File: src/rtl/ts_sched_pkg.sv
// Shared constants and types for the timestamp write scheduler.
// Command encodings, FSM state type and the per-entry address step.
package ts_sched_pkg;

  localparam logic [3:0] CMD_NOP    = 4'h0;
  localparam logic [3:0] CMD_SAVE   = 4'h1;
  localparam logic [3:0] CMD_FINISH = 4'h2;

  localparam int unsigned TS_BYTES = 8;

  typedef enum logic [1:0] {
    IDLE  = 2'd0,
    RUN   = 2'd1,
    DRAIN = 2'd2
  } state_t;

  // Byte offset of a given entry index from the session base address.
  function automatic logic [31:0] entry_offset(input logic [31:0] idx);
    return idx * TS_BYTES;
  endfunction

endpackage

File: src/rtl/ts_write_scheduler_if.sv
// Single-outstanding memory write request/acknowledge port.
// The scheduler drives the request side through the master modport.
interface ts_write_scheduler_if #(
  parameter int ADDR_W = 32,
  parameter int TS_W   = 64
) ();

  logic              wr_req;
  logic [ADDR_W-1:0] wr_addr;
  logic [TS_W-1:0]   wr_data;
  logic              wr_ack;

  modport master (output wr_req, output wr_addr, output wr_data, input wr_ack);
  modport slave  (input wr_req, input wr_addr, input wr_data, output wr_ack);

endinterface

File: src/rtl/ts_fifo.sv
// Synchronous DEPTH x W FIFO with registered occupancy and a synchronous clear.
// Pushes while full and pops while empty are ignored; clear has priority.
module ts_fifo #(
  parameter int DEPTH = 16,
  parameter int W     = 64
) (
  input  logic                   clk,
  input  logic                   rst_n,
  input  logic                   clr,
  input  logic                   push,
  input  logic                   pop,
  input  logic [W-1:0]           din,
  output logic [W-1:0]           dout,
  output logic                   full,
  output logic                   empty,
  output logic [$clog2(DEPTH):0] count
);

  localparam int AW = $clog2(DEPTH);

  logic [W-1:0]  mem_r [DEPTH];
  logic [AW-1:0] wr_ptr_r;
  logic [AW-1:0] rd_ptr_r;
  logic [AW:0]   count_r;
  logic          do_push_s;
  logic          do_pop_s;

  assign full      = (count_r == (AW+1)'(DEPTH));
  assign empty     = (count_r == {(AW+1){1'b0}});
  assign count     = count_r;
  assign dout      = mem_r[rd_ptr_r];
  assign do_push_s = push & ~full & ~clr;
  assign do_pop_s  = pop & ~empty & ~clr;

  // Storage array write port; contents need no reset since count gates reads.
  always_ff @(posedge clk) begin
    if (do_push_s) begin
      mem_r[wr_ptr_r] <= din;
    end
  end

  // Pointer and occupancy bookkeeping.
  always_ff @(posedge clk or negedge rst_n) begin
    if (!rst_n) begin
      wr_ptr_r <= {AW{1'b0}};
      rd_ptr_r <= {AW{1'b0}};
      count_r  <= {(AW+1){1'b0}};
    end else if (clr) begin
      wr_ptr_r <= {AW{1'b0}};
      rd_ptr_r <= {AW{1'b0}};
      count_r  <= {(AW+1){1'b0}};
    end else begin
      if (do_push_s) begin
        wr_ptr_r <= wr_ptr_r + AW'(1'b1);
      end
      if (do_pop_s) begin
        rd_ptr_r <= rd_ptr_r + AW'(1'b1);
      end
      case ({do_push_s, do_pop_s})
        2'b10:   count_r <= count_r + (AW+1)'(1'b1);
        2'b01:   count_r <= count_r - (AW+1)'(1'b1);
        default: count_r <= count_r;
      endcase
    end
  end

endmodule

File: src/rtl/ts_write_scheduler.sv
// Captures a free-running cycle counter on save commands and drains the captures to memory.
// Optional TS_SCHED_DROP_CNT_EN adds a saturating drop_count output.
module ts_write_scheduler
  import ts_sched_pkg::*;
#(
  parameter int DEPTH  = 16,
  parameter int TS_W   = 64,
  parameter int ADDR_W = 32
) (
  input  logic                 clk,
  input  logic                 rst_n,
  input  logic                 start,
  input  logic [ADDR_W-1:0]    base_addr,
  input  logic [31:0]          max_entries,
  input  logic [3:0]           command,
  output logic                 done,
  ts_write_scheduler_if.master wr,
  output logic [31:0]          wr_count,
  output logic                 overflow
`ifdef TS_SCHED_DROP_CNT_EN
  ,
  output logic [31:0]          drop_count
`endif
);

  localparam int CNT_W = $clog2(DEPTH) + 1;

  state_t            state_r;
  state_t            state_next_s;
  logic [TS_W-1:0]   ts_r;
  logic [ADDR_W-1:0] base_r;
  logic [31:0]       max_r;
  logic [31:0]       cap_total_r;
  logic [31:0]       wr_count_r;
  logic              overflow_r;
  logic              done_r;
  logic              wr_req_r;
  logic [ADDR_W-1:0] wr_addr_r;
  logic [TS_W-1:0]   wr_data_r;

  logic              start_acc_s;
  logic              accept_s;
  logic              drop_s;
  logic              pop_s;
  logic              ack_s;
  logic [TS_W-1:0]   fifo_dout_s;
  logic              fifo_full_s;
  logic              fifo_empty_s;
  logic [CNT_W-1:0]  fifo_cnt_s;

  assign ack_s      = wr_req_r & wr.wr_ack;
  assign done       = done_r;
  assign wr_count   = wr_count_r;
  assign overflow   = overflow_r;
  assign wr.wr_req  = wr_req_r;
  assign wr.wr_addr = wr_addr_r;
  assign wr.wr_data = wr_data_r;

  ts_fifo #(
    .DEPTH (DEPTH),
    .W     (TS_W)
  ) u_fifo (
    .clk   (clk),
    .rst_n (rst_n),
    .clr   (start_acc_s),
    .push  (accept_s),
    .pop   (pop_s),
    .din   (ts_r),
    .dout  (fifo_dout_s),
    .full  (fifo_full_s),
    .empty (fifo_empty_s),
    .count (fifo_cnt_s)
  );

  // Next-state, capture acceptance and writer pop decision.
  always_comb begin
    state_next_s = state_r;
    start_acc_s  = 1'b0;
    accept_s     = 1'b0;
    drop_s       = 1'b0;
    pop_s        = 1'b0;
    case (state_r)
      IDLE: begin
        if (start) begin
          state_next_s = RUN;
          start_acc_s  = 1'b1;
        end else begin
          state_next_s = IDLE;
        end
      end
      RUN: begin
        if (command == CMD_FINISH) begin
          state_next_s = DRAIN;
        end else begin
          state_next_s = RUN;
        end
        // Fullness is the start-of-cycle occupancy: a same-cycle pop frees nothing.
        if (command == CMD_SAVE) begin
          if (!fifo_full_s && (cap_total_r < max_r)) begin
            accept_s = 1'b1;
          end else begin
            drop_s = 1'b1;
          end
        end else begin
          accept_s = 1'b0;
        end
        pop_s = ~wr_req_r & ~fifo_empty_s;
      end
      DRAIN: begin
        if ((fifo_cnt_s == {CNT_W{1'b0}}) && !wr_req_r) begin
          state_next_s = IDLE;
        end else begin
          state_next_s = DRAIN;
        end
        pop_s = ~wr_req_r & ~fifo_empty_s;
      end
      default: begin
        state_next_s = IDLE;
      end
    endcase
  end

  // State register and done flag.
  always_ff @(posedge clk or negedge rst_n) begin
    if (!rst_n) begin
      state_r <= IDLE;
      done_r  <= 1'b1;
    end else begin
      state_r <= state_next_s;
      done_r  <= (state_next_s == IDLE);
    end
  end

  // Free-running timestamp counter.
  always_ff @(posedge clk or negedge rst_n) begin
    if (!rst_n) begin
      ts_r <= {TS_W{1'b0}};
    end else if (start_acc_s) begin
      ts_r <= {TS_W{1'b0}};
    end else begin
      ts_r <= ts_r + TS_W'(1'b1);
    end
  end

  // Session configuration and bookkeeping counters.
  always_ff @(posedge clk or negedge rst_n) begin
    if (!rst_n) begin
      base_r      <= {ADDR_W{1'b0}};
      max_r       <= 32'd0;
      cap_total_r <= 32'd0;
      wr_count_r  <= 32'd0;
      overflow_r  <= 1'b0;
    end else if (start_acc_s) begin
      base_r      <= base_addr;
      max_r       <= max_entries;
      cap_total_r <= 32'd0;
      wr_count_r  <= 32'd0;
      overflow_r  <= 1'b0;
    end else begin
      if (accept_s) begin
        cap_total_r <= cap_total_r + 32'd1;
      end
      if (ack_s) begin
        wr_count_r <= wr_count_r + 32'd1;
      end
      if (drop_s) begin
        overflow_r <= 1'b1;
      end
    end
  end

  // Write request port: load on pop, hold until acknowledged.
  always_ff @(posedge clk or negedge rst_n) begin
    if (!rst_n) begin
      wr_req_r  <= 1'b0;
      wr_addr_r <= {ADDR_W{1'b0}};
      wr_data_r <= {TS_W{1'b0}};
    end else if (pop_s) begin
      wr_req_r  <= 1'b1;
      wr_addr_r <= base_r + ADDR_W'(entry_offset(wr_count_r));
      wr_data_r <= fifo_dout_s;
    end else if (ack_s) begin
      wr_req_r  <= 1'b0;
    end
  end

`ifdef TS_SCHED_DROP_CNT_EN
  logic [31:0] drop_cnt_r;

  assign drop_count = drop_cnt_r;

  // Saturating count of dropped saves this session.
  always_ff @(posedge clk or negedge rst_n) begin
    if (!rst_n) begin
      drop_cnt_r <= 32'd0;
    end else if (start_acc_s) begin
      drop_cnt_r <= 32'd0;
    end else if (drop_s && (drop_cnt_r != 32'hFFFF_FFFF)) begin
      drop_cnt_r <= drop_cnt_r + 32'd1;
    end
  end
`endif

endmodule

File: src/flat_wrapper.sv
// flat-port wrapper written by rule: the top's interface ports become plain ports
module ts_write_scheduler_flat import ts_sched_pkg::*;
#(
  parameter int DEPTH  = 16,
  parameter int TS_W   = 64,
  parameter int ADDR_W = 32
)
  (clk, rst_n, start, base_addr, max_entries, command, done, wr_count, overflow, wr_wr_req, wr_wr_addr, wr_wr_data, wr_wr_ack);
  ts_write_scheduler_if #(.ADDR_W(ADDR_W), .TS_W(TS_W)) wr_i ();
  input  logic clk;
  input  logic rst_n;
  input  logic start;
  input  logic [ADDR_W-1:0] base_addr;
  input  logic [31:0] max_entries;
  input  logic [3:0] command;
  output logic done;
  output logic [31:0] wr_count;
  output logic overflow;
  output wire logic [$bits(wr_i.wr_req)-1:0] wr_wr_req;
  output wire logic [$bits(wr_i.wr_addr)-1:0] wr_wr_addr;
  output wire logic [$bits(wr_i.wr_data)-1:0] wr_wr_data;
  input wire logic [$bits(wr_i.wr_ack)-1:0] wr_wr_ack;
  assign wr_wr_req = wr_i.wr_req;
  assign wr_wr_addr = wr_i.wr_addr;
  assign wr_wr_data = wr_i.wr_data;
  assign wr_i.wr_ack = wr_wr_ack;
  ts_write_scheduler #(.DEPTH(DEPTH), .TS_W(TS_W), .ADDR_W(ADDR_W)) u_core (.clk(clk), .rst_n(rst_n), .start(start), .base_addr(base_addr), .max_entries(max_entries), .command(command), .done(done), .wr(wr_i), .wr_count(wr_count), .overflow(overflow));
endmodule
File: config.mk
export PLATFORM = sky130hd
export DESIGN_NAME = ts_write_scheduler_flat
export DESIGN_NICKNAME = d
export VERILOG_FILES = /design/src/rtl/ts_sched_pkg.sv /design/src/rtl/ts_write_scheduler_if.sv /design/src/rtl/ts_fifo.sv /design/src/rtl/ts_write_scheduler.sv /design/src/flat_wrapper.sv
export SDC_FILE = /design/constraint.sdc
export NUM_CORES = 2
export LEC_CHECK = 0
export ABC_AREA = 1
export BUFFER_PORTS_ARGS = -buffer_cell sky130_fd_sc_hd__buf_2
export CORE_MARGIN = 10
export CORE_UTILIZATION = 30
export CTS_BUF_LIST = sky130_fd_sc_hd__clkbuf_4
export CTS_CLUSTER_DIAMETER = 50
export DETAILED_ROUTE_END_ITERATION = 10
export MAX_ROUTING_LAYER = met4
export PLACE_DENSITY = 0.53
export SYNTH_ARGS = -nofsm -noshare
export SYNTH_HDL_FRONTEND = slang
export SYNTH_SLANG_ARGS = --single-unit
File: constraint.sdc
create_clock -name clk -period 4.5 [get_ports clk]
set_input_delay 0.9 -clock clk [delete_from_list [all_inputs] [get_ports clk]]
set_output_delay 0.9 -clock clk [all_outputs]
set_load 0.005 [all_outputs]
# Word-level counts from Yosys, hierarchy flattened
# Memories as Yosys holds them, arrays and structs flattened. A register that Yosys moved wholly into a read port is not among the register bits.
# Cells that the tools add are included.
dict set report op_classes {
  n_mux 30
  reduce_logical 16
  n_eq_ne 7
  order_cmp 1
  addsub 8
  bitwise_logic 10
}
# cell n
set ops {}
lappend ops {{$mux 32} 4}
lappend ops {{$add 32x1->32 const B} 2}
lappend ops {{$add 64x1->64 const B} 1}
lappend ops {{$mux 64} 1}
lappend ops {{$add 32x32->32} 1}
lappend ops {{$lt 32x32->1} 1}
lappend ops {{$mux 1} 16}
lappend ops {{$mux 4} 4}
lappend ops {{$reduce_bool 2->1} 6}
lappend ops {{$pmux 5 s2} 1}
lappend ops {{$add 4x1->4 const B} 2}
lappend ops {{$and 1x1->1} 6}
lappend ops {{$pmux 2 s3} 1}
lappend ops {{$add 5x1->5 const B} 1}
lappend ops {{$eq 5x5->1 const B} 1}
lappend ops {{$logic_not 5->1} 1}
lappend ops {{$mux 5} 1}
lappend ops {{$sub 5x1->5 const B} 1}
lappend ops {{$eq 2x1->1 const B} 2}
lappend ops {{$eq 2x2->1 const B} 2}
lappend ops {{$eq 4x1->1 const B} 1}
lappend ops {{$eq 4x2->1 const B} 1}
lappend ops {{$logic_not 2->1} 2}
lappend ops {{$mux 2} 2}
lappend ops {{5 further kinds} 11}
dict set report totals {
  ramBits 1024
  in_bits 72
  n_memories 1
  ff_bits 242
  out_inout_bits 131
}
# memory words word_bits read_ports rd_ports_with_merged_regs wr line_no
set mem_list {}
lappend mem_list {u_core.u_fifo.mem_r 16 64 1 1 1 ts_fifo.sv:21} ;# logic [W-1:0] mem_r [DEPTH];

# Longest topological paths before layout
dict set report depth {
  word_depth 11
  depth_mapped 22
}

# By module
# From an unflattened synthesis, not the netlist that was laid out.
dict set report unflattened {
  cells_unflattened 5320
  hier_area_um2 57341.2
}
# mod n_inst seq_area_each_um2 cells_each area_each_um2
set modules_own_cells {}
lappend modules_own_cells {ts_fifo 1 31074.8 3082 40639.0}
lappend modules_own_cells {ts_write_scheduler 1 7333.3 2238 16702.3}

# Worst setup path before layout
# OpenSTA, ideal clock, no wires.
dict set report synth_timing {
  path_kind {input-to-reg}
  startpoint {input port command[3]}
  endpoint {memory u_core.u_fifo.mem_r[11][0] (enable)}
  slack_ns -0.497
  required_time_ns 4.014
  setup_ns 0.486
  arrival_ns 4.511
  stages 8
  path_cell_list {nor2_1 inv_1 nor4_1 nand3_2 buf_6 inv_2 nand2_1 nor2_1}
}
dict set report synth_via {
  elab_chain_len 7
}
# element line_no
set synth_rtl {}
lappend synth_rtl {{start, declared} flat_wrapper.sv:15} ;# input logic [3:0] command;
lappend synth_rtl {{$eq 4x1->1} ts_write_scheduler.sv:98} ;# if (command == CMD_SAVE) begin
lappend synth_rtl {{$mux 1} ts_write_scheduler.sv:98}
lappend synth_rtl {{$mux 1} ts_write_scheduler.sv:82} ;# case (state_r)
lappend synth_rtl {{$and 1x1->1 (2 in a row)} ts_fifo.sv:32} ;# assign do_push_s = push & ~full & ~clr;
lappend synth_rtl {{$mux 1} ts_fifo.sv:37} ;# if (do_push_s) begin
lappend synth_rtl {{$mux 1 (implied by the code)} ts_fifo.sv:38} ;# mem_r[wr_ptr_r] <= din;
lappend synth_rtl {{end, declared} ts_fifo.sv:21}
# No other way between the ends.

# Worst setup path after layout
dict set report layout_timing {
  startpoint {register u_core.state_r[0]}
  endpoint {register u_core.u_fifo.count_r[4], in the netlist u_core.u_fifo.count[4]}
}
dict set report layout_via {
  elab_chain_len 8
}
# element line_no
set layout_rtl {}
lappend layout_rtl {{start, declared} ts_write_scheduler.sv:28} ;# state_t state_r;
lappend layout_rtl {{start signal, assigned} ts_write_scheduler.sv:129} ;# state_r <= state_next_s;
lappend layout_rtl {{$eq 2x1->1 / $eq 2x2->1 (equally long branches)} ts_write_scheduler.sv:82}
lappend layout_rtl {{$reduce_or 2->1 (no source line)} --}
lappend layout_rtl {{$mux 1} --}
lappend layout_rtl {{$and 1x1->1 (2 in a row)} ts_fifo.sv:33} ;# assign do_pop_s = pop & ~empty & ~clr;
lappend layout_rtl {{$eq 2x1->1 / $eq 2x2->1 (equally long branches)} ts_fifo.sv:59} ;# case ({do_push_s, do_pop_s})
lappend layout_rtl {{$pmux 5 s2} ts_fifo.sv:59}
lappend layout_rtl {{$mux 5} ts_fifo.sv:48} ;# end else if (clr) begin
lappend layout_rtl {{end signal, assigned} ts_fifo.sv:47} ;# count_r <= {(AW+1){1'b0}};
lappend layout_rtl {{end signal, assigned} ts_fifo.sv:60} ;# 2'b10: count_r <= count_r + (AW+1)'(1'b1);
lappend layout_rtl {{end signal, assigned} ts_fifo.sv:61} ;# 2'b01: count_r <= count_r - (AW+1)'(1'b1);
lappend layout_rtl {{end, declared} ts_fifo.sv:24} ;# logic [AW:0] count_r;
# Parallel ways exist; a longest one is shown, timed or not.
# A chain may end at the register's enable or synchronous reset.

==> results.ini <==
[status]
status = finished, final reports clean

[drt]
wl_per_cell_um = 21.5
vias = 41300
post-route-drc-count = 0
drt_iter0_markers = 3541
via_per_inst = 5.04
ant_nets = 0
wl_um = 176000
firstDrtPassIters = 6

[synth]
synth_cell_types = 49
ys_ff_latch = 1330
ys_warn_count = 0
synth_flop_cell = edfxtp_1
synth_area_per_cell_um2 = 11.3
synthTopCellsByCount = edfxtp_1, nor2_1, o21ai_0, nand2_1, dfrtp_1
synth_most_common_cell = edfxtp_1
synth_edf_count = 1024
ys_seq_area_share_pct = 67.8
synthArstFlopShare_pct = 23.0
synth_top_area_cell = edfxtp_1
syn-num-nets = 5144
yosysTopAreaCellShare_pct = 54.3
synthTopCellsByArea = edfxtp_1, dfrtp_1, nor2_1
syn_area_um2 = 56700
syn_inst = 4995

[timing]
layout_min_cycle_time_ns = 3.18
rsz0062_at_grt = false
clock_skew_ns = 0.112
tightest_slew_ns = 1.10
finalHoldViolCount = 0
setup_violations = 0
drv_slew = 0
timing.hold.ws_ns = 0.171
max_freq_ghz = 0.315
relSlewSlack_pct = 26.3
fin_crit_sh_pct = 70.6

[hold_path]
min_path_type = in2reg

[critical_path]
crit_path_end_kind = register
endpoint = u_core.u_fifo.count[4]$_DFFE_PN0P_
worst_setup_path_start_kind = register
r2r_slack_ns = 1.32
path_max_fanout = 71
arrival_ns = 4.31
worstRegToRegCells = 12
crit-reg2reg-launch = u_core.state_r[0]$_DFF_PN0_
cp-startpoint = u_core.state_r[0]$_DFF_PN0_
worstPathRequired_ns = 5.64
critPathKind = reg2reg
reg2reg_to = u_core.u_fifo.count[4]$_DFFE_PN0P_

[die]
die_w_um = 455
rows = 159
dieHeight_um = 455
start_util_pct = 30.2
coreArea_um2 = 188000
fp.dieArea_um2 = 207000
io_pins = 203

[clock_network]
clockBufferDepth = 4
numCtsBuffers = 359
post_cts_buffers = 0
clock_latency_ns = 1.33
clkSlewWorstSetupHoldPaths_ns = 0.07
cts_tree = built
root_buffer = clkbuf_4
cts_sinks = 1330
cts_htree_levels = 5

[finish]
syn_to_final_growth_pct = 16.5
multiInputGateArea_um2 = 16200
layout-drive-gt1-share_pct = 16.6
final_util_pct = 35.1
n_fill_cell = 18800
register_area_um2 = 38400
instances_no_fill = 8193
fin_nets = 5584

[power_and_ir_drop]
pwr-share-seq_pct = 43.1
leakage_uw = 0.0244
clock_power_share_pct = 31.7
netSwitchingFraction_pct = 34.5
combPwrFrac_pct = 25.2
vdd_drop_max_mv = 0.283
netSwitchingPower_uw = 11900
pwr_density_cell_nw_per_um2 = 522
intPower_uw = 22600
finalPower_uw = 34400

[grt]
grt_max_degree = 204
antenna_found_initial = 5
grt_usage_pct = 17.1
first_global_vias = 41000
grt_overflow = 0
grt_pass1_wl_um = 264000

[place]
dp.cells = 7502
hpwl_um = 102000
gp_congestion = 0.896
numPortBuffers = 202

[flow_run]
maxCapViolCount = 0

-- power by group through the flow --
stage / Sequential (uW) / Clock [uW] / Combinational [uW]
CTS: 14900 / 11200 / 8810
detailed placement: 15100 / 0 / 8750
global route: 15000 / 11900 / 9700
floorplan: 14800 / 0 / 5540
finish: 14900 / 10900 / 8670
global placement: 15100 / 0 / 8680
-- flip-flops by register name (all words and copies together) (netlist names) --
register	count
u_core.done	1
u_core.u_fifo.mem_r	1024
u_core.u_fifo.count	5
u_core.wr.wr_req	1
u_core.state_r	2
u_core.wr.wr_addr	32
u_core.wr_count	32
u_core.cap_total_r	32
u_core.wr.wr_data	64
u_core.ts_r	64
u_core.overflow	1
u_core.max_r	32
u_core.base_r	32
u_core.u_fifo.wr_ptr_r	4
u_core.u_fifo.rd_ptr_r	4
-- kinds of logic (layout without fill, tap and decap cells) --
kind of cell | Yosys count | after routing | share of synthesized area, %
adder cells (fa/ha/maj) | 77 | 77 | 1.73
AO/OA/AOI/OAI | 1075 | 1075 | 11.1
XOR/XNOR | 87 | 87 | 1.35
other | 0 | 10 | 0
flip-flops | 1330 | 1330 | 67.8
buffers and inverters | 507 | 1200 | 3.75
AND/OR/NAND/NOR | 1919 | 1919 | 14.2
-- critical path, cell delays in order, from the launching register on --
cell     delay [ns]
dfrtp_1        0.38
inv_1          0.07
ha_1           0.24
nand2_4        0.39
inv_6          0.32
nor2_1         0.27
ha_1           0.31
inv_1          0.09
fa_1           0.40
o21ai_0        0.20
a21oi_1        0.10
xnor2_1        0.14
o22ai_1        0.08
-- cell usage in the layout (no fill, tap or decap), types with 75 or more instances in the layout --
cell	synthesis	routed
nor2_1	916	900
o221ai_1	194	194
nand3_1	226	226
ha_1	75	75
inv_1	219	218
buf_2	69	201
clkbuf_4	0	553
dfrtp_1	305	301
a21oi_1	77	77
edfxtp_1	1024	1024
nand2_1	584	582
o21ai_0	612	612
-- per-layer routing --
metal / wire (um) / track usage (%) / vias to the layer above
li1: - / - / 19000
met1: 78100 / 22.5 / 20400
met2: 82000 / 26.8 / 1545
met3: 11600 / 3.46 / 325
met4: 4240 / 4.91 / 0
met5: 0 / - / -
-- timing repair --
| action | in CTS | in global routing |
|---|---|---|
| hold buffers | 67 | 0 |
| endpoints found under the hold margin | 165 | 0 |
| resized for setup | 0 | 0 |
-- cell type report --
| type | instances | area share, % |
|---|---|---|
| multi-input cells | 3158 | 24.6 |
| well taps | 2495 | 4.73 |
| flip-flops and latches | 1330 | 58.2 |
| diodes | 10 | 0.0379 |
| clock buffers | 553 | 6.29 |
| clock inverters | 61 | 0.597 |
| inverters | 234 | 1.40 |
| repair buffers | 352 | 4.11 |
-- metrics by stage --
step	area (um2)	worst slack, ns	TNS, ns
2_1_floorplan	56700	-0.497	-508.72
3_3_place_gp	60800	1.05	0
3_5_place_dp	60800	1.04	0
4_1_cts	66000	1.31	0
5_1_grt	66000	1.04	0
6_report	66000	1.32	0
-- how the worst min path moves through the flow --
stage                                           start                           endpoint  cells after the start
finish                                     command[2]        u_core.overflow$_DFFE_PN0P_                      7
global route                               command[2]        u_core.state_r[1]$_DFF_PN0_                      4
CTS                                        command[2]        u_core.state_r[1]$_DFF_PN0_                      4
detailed placement  u_core.wr.wr_addr[28]$_DFFE_PN0P_  u_core.wr.wr_addr[28]$_DFFE_PN0P_                      2
global placement    u_core.wr.wr_addr[15]$_DFFE_PN0P_  u_core.wr.wr_addr[15]$_DFFE_PN0P_                      2
floorplan                 u_core.max_r[0]$_DFFE_PN0P_        u_core.max_r[0]$_DFFE_PN0P_                      2
No activity file was read; power rests on OpenSTA's default activity.
